===== config.mk =====
export PLATFORM = sky130hd
export DESIGN_NAME = ps2_scancode_rx
export DESIGN_NICKNAME = d
export VERILOG_FILES = /design/src/rtl/ps2_pkg.sv /design/src/rtl/ps2_line_filter.sv /design/src/rtl/ps2_scancode_rx.sv
export SDC_FILE = /design/constraint.sdc
export NUM_CORES = 1
export LEC_CHECK = 0
export ABC_AREA = 1
export CORE_AREA = 4 4 112 61
export DETAILED_ROUTE_END_ITERATION = 7
export DIE_AREA = 0 0 116 65
export PLACE_DENSITY = 0.76
export SLEW_MARGIN = 10
export SYNTH_ARGS = -nofsm -noshare
export SYNTH_HDL_FRONTEND = slang
export SYNTH_SLANG_ARGS = --single-unit

===== constraint.sdc =====
create_clock -name i_clk -period 1.6 [get_ports i_clk]
set_clock_uncertainty 0.15 [all_clocks]
set_input_delay 0.24 -clock i_clk [delete_from_list [all_inputs] [get_ports i_clk]]
set_output_delay 0.24 -clock i_clk [all_outputs]
set_load 0.02 [all_outputs]

===== src/rtl/ps2_pkg.sv =====
// Shared scan-code constants, host-response byte list and frame FSM states for the PS/2 receiver.
package ps2_pkg;

  localparam logic [7:0] SC_EXT   = 8'hE0;
  localparam logic [7:0] SC_BREAK = 8'hF0;
  localparam logic [7:0] SC_PAUSE = 8'hE1;
  localparam logic [7:0] SC_UP    = 8'h1D;
  localparam logic [7:0] SC_DOWN  = 8'h1B;
  localparam logic [7:0] SC_LEFT  = 8'h1C;
  localparam logic [7:0] SC_RIGHT = 8'h23;

  // Pause sequence is E1 followed by seven bytes that carry no key meaning
  localparam logic [2:0] PAUSE_SKIP = 3'd7;

  // BAT result, ack, echo and error responses; never treated as key codes
  localparam int NUM_RESP = 8;
  localparam logic [NUM_RESP-1:0][7:0] RESP_CODES =
    {8'h00, 8'hAA, 8'hEE, 8'hFA, 8'hFC, 8'hFD, 8'hFE, 8'hFF};

  typedef enum logic [1:0] {
    ST_IDLE,
    ST_DATA,
    ST_PARITY,
    ST_STOP
  } frame_state_e;

  function automatic logic is_response(input logic [7:0] b);
    logic hit;
    hit = 1'b0;
    for (int i = 0; i < NUM_RESP; i++)
      if (RESP_CODES[i] == b) hit = 1'b1;
    return hit;
  endfunction

endpackage


===== src/rtl/ps2_line_filter.sv =====
// Synchronises the PS/2 pins and glitch-filters the clock pin; strobes o_fall on a filtered 1->0.
module ps2_line_filter #(
  parameter int FILTER_LEN = 8
) (
  input  logic i_clk,
  input  logic i_rst_n,
  input  logic i_ps2_clk,
  input  logic i_ps2_dat,
  output logic o_fall,
  output logic o_dat
);

  localparam int FW = (FILTER_LEN > 1) ? $clog2(FILTER_LEN) : 1;
  localparam logic [FW-1:0] CNT_MAX = FW'(FILTER_LEN - 1);

  logic [1:0]    r_clk_sync;
  logic [1:0]    r_dat_sync;
  logic          r_filt;
  logic [FW-1:0] r_cnt;
  logic          r_fall;

  // Sync stages and filter start at the bus idle level so reset never fakes an edge
  always_ff @(posedge i_clk or negedge i_rst_n) begin
    if (!i_rst_n) begin
      r_clk_sync <= 2'b11;
      r_dat_sync <= 2'b11;
      r_filt     <= 1'b1;
      r_cnt      <= '0;
      r_fall     <= 1'b0;
    end else begin
      r_clk_sync <= {r_clk_sync[0], i_ps2_clk};
      r_dat_sync <= {r_dat_sync[0], i_ps2_dat};
      r_fall     <= 1'b0;
      if (r_clk_sync[1] == r_filt) begin
        r_cnt <= '0;
      end else if (r_cnt == CNT_MAX) begin
        r_filt <= r_clk_sync[1];
        r_cnt  <= '0;
        r_fall <= r_filt;
      end else begin
        r_cnt <= r_cnt + 1'b1;
      end
    end
  end

  assign o_fall = r_fall;
  assign o_dat  = r_dat_sync[1];

endmodule


===== src/rtl/ps2_scancode_rx.sv =====
// PS/2 keyboard receiver: frame FSM, prefix/pause stripping, make-code pulses and held-key tracking.
// Optional PS2_AUTOREPEAT_EN adds a repeat timer that re-pulses the held key every REPEAT_CYCLES.
module ps2_scancode_rx
  import ps2_pkg::*;
#(
  parameter int FILTER_LEN     = 8,
  parameter int TIMEOUT_CYCLES = 10000,
  parameter int REPEAT_CYCLES  = 5000000
) (
  input  logic       i_clk,
  input  logic       i_rst_n,
  input  logic       i_ps2_clk,
  input  logic       i_ps2_dat,
  output logic [7:0] o_key,
  output logic       o_key_valid,
  output logic       o_ext,
  output logic [7:0] o_held,
  output logic       o_frame_err
);

  localparam int TW = $clog2(TIMEOUT_CYCLES + 1);
  localparam logic [TW-1:0] TMO_MAX = TW'(TIMEOUT_CYCLES - 1);

  logic w_fall;
  logic w_dat;

  ps2_line_filter #(.FILTER_LEN(FILTER_LEN)) u_filter (
    .i_clk     (i_clk),
    .i_rst_n   (i_rst_n),
    .i_ps2_clk (i_ps2_clk),
    .i_ps2_dat (i_ps2_dat),
    .o_fall    (w_fall),
    .o_dat     (w_dat)
  );

  frame_state_e  r_state;
  logic [2:0]    r_bitcnt;
  logic [7:0]    r_shift;
  logic          r_parbit;
  logic [TW-1:0] r_tmo;
  logic          r_ext_pend;
  logic          r_brk_pend;
  logic [2:0]    r_skip;
  logic [7:0]    r_held;
  logic          r_held_ext;
  logic [7:0]    r_key;
  logic          r_key_valid;
  logic          r_ext;
  logic          r_frame_err;

  logic w_stop_fall;
  logic w_accept;
  logic w_plain;
  logic w_make;
  logic w_release;

  // Decode happens in the stop-fall cycle so the pulse lands one cycle later
  always_comb begin
    w_stop_fall = w_fall && (r_state == ST_STOP);
    w_accept    = w_stop_fall && w_dat && (^{r_shift, r_parbit});
    w_plain     = w_accept && (r_skip == 3'd0) && (r_shift != SC_PAUSE) &&
                  (r_shift != SC_EXT) && (r_shift != SC_BREAK) && !is_response(r_shift);
    w_release   = w_plain && r_brk_pend;
    w_make      = w_plain && !r_brk_pend;
  end

`ifdef PS2_AUTOREPEAT_EN
  localparam int RW = $clog2(REPEAT_CYCLES + 1);
  localparam logic [RW-1:0] RPT_MAX = RW'(REPEAT_CYCLES - 1);
  logic [RW-1:0] r_rpt;
`endif

  always_ff @(posedge i_clk or negedge i_rst_n) begin
    if (!i_rst_n) begin
      r_state     <= ST_IDLE;
      r_bitcnt    <= '0;
      r_shift     <= '0;
      r_parbit    <= 1'b0;
      r_tmo       <= '0;
      r_ext_pend  <= 1'b0;
      r_brk_pend  <= 1'b0;
      r_skip      <= '0;
      r_held      <= '0;
      r_held_ext  <= 1'b0;
      r_key       <= '0;
      r_key_valid <= 1'b0;
      r_ext       <= 1'b0;
      r_frame_err <= 1'b0;
`ifdef PS2_AUTOREPEAT_EN
      r_rpt       <= '0;
`endif
    end else begin
      r_key       <= '0;
      r_key_valid <= 1'b0;
      r_ext       <= 1'b0;
      r_frame_err <= 1'b0;

      case (r_state)
        ST_IDLE: begin
          // A fall with data high is line noise, not a start bit
          if (w_fall && !w_dat) begin
            r_state  <= ST_DATA;
            r_bitcnt <= '0;
          end
        end
        ST_DATA: begin
          if (w_fall) begin
            r_shift  <= {w_dat, r_shift[7:1]};
            r_bitcnt <= r_bitcnt + 1'b1;
            if (r_bitcnt == 3'd7) r_state <= ST_PARITY;
          end
        end
        ST_PARITY: begin
          if (w_fall) begin
            r_parbit <= w_dat;
            r_state  <= ST_STOP;
          end
        end
        ST_STOP: begin
          if (w_fall) begin
            r_state <= ST_IDLE;
            if (!w_accept) begin
              r_frame_err <= 1'b1;
              r_ext_pend  <= 1'b0;
              r_brk_pend  <= 1'b0;
            end
          end
        end
        default: r_state <= ST_IDLE;
      endcase

      // A fall in the expiry cycle still counts as progress
      if (r_state == ST_IDLE || w_fall) begin
        r_tmo <= '0;
      end else if (r_tmo == TMO_MAX) begin
        r_tmo       <= '0;
        r_state     <= ST_IDLE;
        r_frame_err <= 1'b1;
        r_ext_pend  <= 1'b0;
        r_brk_pend  <= 1'b0;
      end else begin
        r_tmo <= r_tmo + 1'b1;
      end

      if (w_accept) begin
        if (r_skip != 3'd0) begin
          r_skip <= r_skip - 1'b1;
        end else if (r_shift == SC_PAUSE) begin
          r_skip     <= PAUSE_SKIP;
          r_ext_pend <= 1'b0;
          r_brk_pend <= 1'b0;
        end else if (r_shift == SC_EXT) begin
          r_ext_pend <= 1'b1;
        end else if (r_shift == SC_BREAK) begin
          r_brk_pend <= 1'b1;
        end else begin
          r_ext_pend <= 1'b0;
          r_brk_pend <= 1'b0;
          // A release only clears the held key if it names that exact key
          if (w_release && ({r_ext_pend, r_shift} == {r_held_ext, r_held})) begin
            r_held     <= '0;
            r_held_ext <= 1'b0;
          end else if (w_make) begin
            r_key       <= r_shift;
            r_key_valid <= 1'b1;
            r_ext       <= r_ext_pend;
            r_held      <= r_shift;
            r_held_ext  <= r_ext_pend;
          end
        end
      end

`ifdef PS2_AUTOREPEAT_EN
      // Byte-derived pulses take priority and restart the period
      if (w_make || w_release || r_held == 8'h00) begin
        r_rpt <= '0;
      end else if (r_rpt == RPT_MAX) begin
        r_rpt       <= '0;
        r_key       <= r_held;
        r_key_valid <= 1'b1;
        r_ext       <= r_held_ext;
      end else begin
        r_rpt <= r_rpt + 1'b1;
      end
`endif
    end
  end

  assign o_key       = r_key;
  assign o_key_valid = r_key_valid;
  assign o_ext       = r_ext;
  assign o_held      = r_held;
  assign o_frame_err = r_frame_err;

endmodule


==> qor.yml <==
sta:
  hold_ws_ps: 162
  finalCriticalPeriod_ps: 2100
  drv_slew: 0
  tightest_slew_ps: 335
  final_hold_viol_count: 0
  fin_ws_ps: -502
  fmax_ghz: 0.476
  relSlewSlack_pct: 77.5
  tns_ps: -11980
  setup-violations-final: 39
  rsz0062_at_grt: "true"
  period_share_pct: 131
grt:
  grt_max_degree: 63
  antenna_found_initial: 0
  track_usage_pct: 25.1
  grt_pass1_vias: 2951
  grt_pass1_wl_mm: 14.2
  grt_overflow: 0
die:
  die_h_um: 65
  start_util_pct: 50.3
  design.core.area_um2: 5860
  io_pins: 23
  die-area_um2: 7540
  num_rows: 20
  die_w_um: 116
layout:
  drive_above_1_share_pct: 49.1
  finalNetCount: 491
  n_fill_cell: 324
  layout.cells.most_common: "buf_4"
  syn2layout_area_growth_pct: 61.2
  antenna_cells: 0
  final_cell_mix: "81 x buf_4, 64 x nand2_1, 47 x dfrtp_1, 38 x inv_1, 20 x nand2_2"
placement:
  hpwl_mm: 5.31
  gp_congestion: 1.04
  portBuffers: 22
clock_tree:
  cts_tree: "done"
  h-tree-depth: 3
  clock-sinks: 62
  insertion_delay_ps: 330
  clk_pin_slew_ps: 50
  ctsLongestPathBuffers: 2
  ctsRootBufferMaster: "clkbuf_16"
  numCtsBuffers: 9
power_and_ir_drop:
  leakagePower_uw: 0.00250
  p_comb_share_pct: 3.8
  p_sw_share_pct: 21.6
  seq_power_share_pct: 45.0
  p_sw_uw: 793
  internal-power_uw: 2880
  pwr-share-clk_pct: 51.2
  vdd.ir_drop.worst_mv: 0.984
  power_density_nw_per_um2: 773
logic_synthesis:
  yosys_warnings: 0
  syn_nets: 368
  yosys.area.top_type: "dfrtp_1"
  synthDistinctLibCells: 31
  ys_seq_area_share_pct: 52.8
  syn-mean-instance-area_um2: 8.26
  synth.area.top_cells: "dfrtp_1 48%, nand2_1 13%, inv_1 7.3%"
  netlist_area_um2: 2950
  synthCells: 357
  synth_top_area_share_pct: 48.4
  ys_seq_elements: 62
setup_path:
  cp_max_fo: 5
  cp_data_arrival_time_ps: 2220
  max_stage_delay_ps: 450
  cp-end-kind: "flop"
  crit_type: "flop to flop"
  cp_slowest_cell: "dfrtp_2"
  worstPathRequired_ps: 1710
  start_kind: "flop"
  path_cells: "buf_4 -> nand2_1 -> nand2_1 -> nand2_1 -> nand3_2 -> nand2_2 -> nand2_2 -> nand2_4 -> nand3_4 -> nor2_4 -> buf_6 -> nand2_4 -> nand2_1"
  cp_common_cell: "nand2_1"
detailed_routing:
  drt_iter0_drc: 342
  antenna_left: 0
  drcViolationCount: 0
  drt-vias-per-instance: 5.45
  detail_route.first_pass.iterations: 5
  via_count: 3065
  wl_per_cell_um: 17.7
  wl_mm: 9.95
min_path:
  hp-class: "input pin to flop"
run:
  drv_cap: 0
run_status:
  violations: "setup timing"
  status: "finished, violations left"
==> metrics by stage <==
| step | power (µW) | cell area, µm² | worst slack (ps) | std cells | util [%] |
|---|---|---|---|---|---|
| after floorplan | 1750 | 3010 | -49.9 | 357 | - |
| after global placement | 1800 | 3770 | -304 | 515 | 64.4 |
| after detailed placement | 1810 | 3770 | -451 | 515 | 64.4 |
| after CTS | 3680 | 4390 | -255 | 550 | 75.0 |
| after global routing | 3830 | 4750 | -570 | 562 | 81.2 |
| final | 3670 | 4750 | -502 | 562 | 81.2 |
==> final timing paths <==
kind,start,to,slack (ps),cells after the start
min in group asynchronous,i_rst_n,u_filter.r_cnt[1],300,3
setup / recovery,r_shift[2],o_held[1],-500,13
hold / removal,i_ps2_dat,u_filter.r_dat_sync[0],160,1
hold reg to reg,u_filter.r_clk_sync[0],u_filter.r_clk_sync[1],200,0
max in group asynchronous,i_rst_n,u_filter.r_clk_sync[1],700,3
setup reg to reg,r_shift[2],o_held[1],-500,13
==> final cells by class <==
type	count	area (µm²)	area share, %
inverters	60	235	4.95
well taps	77	96.3	2.03
clock inverters	5	50.0	1.05
flip-flops and latches	62	1570	33.0
clock buffers	11	233	4.90
multi-input cells	233	1630	34.3
repair buffers	114	937	19.7
==> critical path, delay by kind of cell (launching register included) <==
kind / cells / cell delay (ps)
buffers and inverters: 2 / 350
DFF: 1 / 450
and+or+nand+nor: 11 / 1080
==> sequential cells by signal, indices dropped and copies added (netlist names) <==
signal               count
r_state                  2
u_filter.r_dat_sync      2
u_filter.r_clk_sync      2
u_filter.r_filt          1
r_brk_pend               1
r_held_ext               1
r_skip                   3
o_frame_err              1
r_parbit                 1
u_filter.r_cnt           3
o_key_valid              1
r_shift                  8
r_ext_pend               1
o_ext                    1
r_bitcnt                 3
r_tmo                   14
o_held                   8
o_key                    8
u_filter.o_fall          1
==> layer usage <==
layer	vias up	global-route usage, %	wire, µm
met5	-	0	0
met4	0	11.1	226
met3	30	8.40	1190
met2	211	34.7	4400
met1	1449	35.7	4130
li1	1375	-	-
==> cells by family (layout without fill, tap and decap cells) <==
kind of cell               after synthesis  in the layout  share of synthesized area, %
AOI/OAI and AO/OA                       43             43                          8.11
xor gates and xnor gates                 8              8                          2.38
adders and majority gates                7              7                          2.97
buffers and inverters                   63            190                          8.28
DFF                                     62             62                          52.8
muxes                                    2              2                         0.722
and+or+nand+nor                        172            173                          24.7
==> power groups by stage <==
stage / sequential, µW / clock (µW) / combinational [µW]
after global routing: 1660 / 2000 / 166
after global placement: 1680 / 0 / 129
after floorplan: 1670 / 0 / 74.2
after CTS: 1650 / 1890 / 139
final: 1650 / 1880 / 138
after detailed placement: 1680 / 0 / 136
==> cells in the mapped netlist <==
| master | n |
|---|---|
| nor3b_1 | 2 |
| and3_1 | 1 |
| inv_2 | 3 |
| nand4_2 | 1 |
| a31o_2 | 1 |
| xnor2_1 | 6 |
| dfrtp_1 | 57 |
| inv_1 | 57 |
| a21oi_1 | 12 |
| buf_4 | 2 |
| dfstp_2 | 5 |
| mux2_2 | 1 |
| a31oi_1 | 1 |
| o22ai_1 | 2 |
| nor2_2 | 2 |
| ha_1 | 7 |
| o21ai_1 | 1 |
| nor2_1 | 32 |
| a21oi_4 | 1 |
| xor2_1 | 2 |
| nand3_2 | 1 |
| nand2_1 | 103 |
| mux2i_1 | 1 |
| o21ai_0 | 23 |
| o21a_1 | 1 |
| clkbuf_1 | 1 |
| nand4_1 | 7 |
| nand3_1 | 12 |
| nor2_4 | 1 |
| o211ai_1 | 1 |
| nor3_1 | 10 |
==> timing repair <==
| action | 4_1_cts | 5_1_grt |
|---|---|---|
| setup buffers | 18 | 12 |
| hold buffers | 1 | 0 |
| endpoints found under the hold margin | 57 | 0 |
| endpoints found under the setup margin | 57 | 49 |
| pin swaps | 26 | 37 |
| resized for setup | 91 | 90 |
| gates cloned | 1 | 0 |
Note: power is estimated with default switching activity, not from simulation.
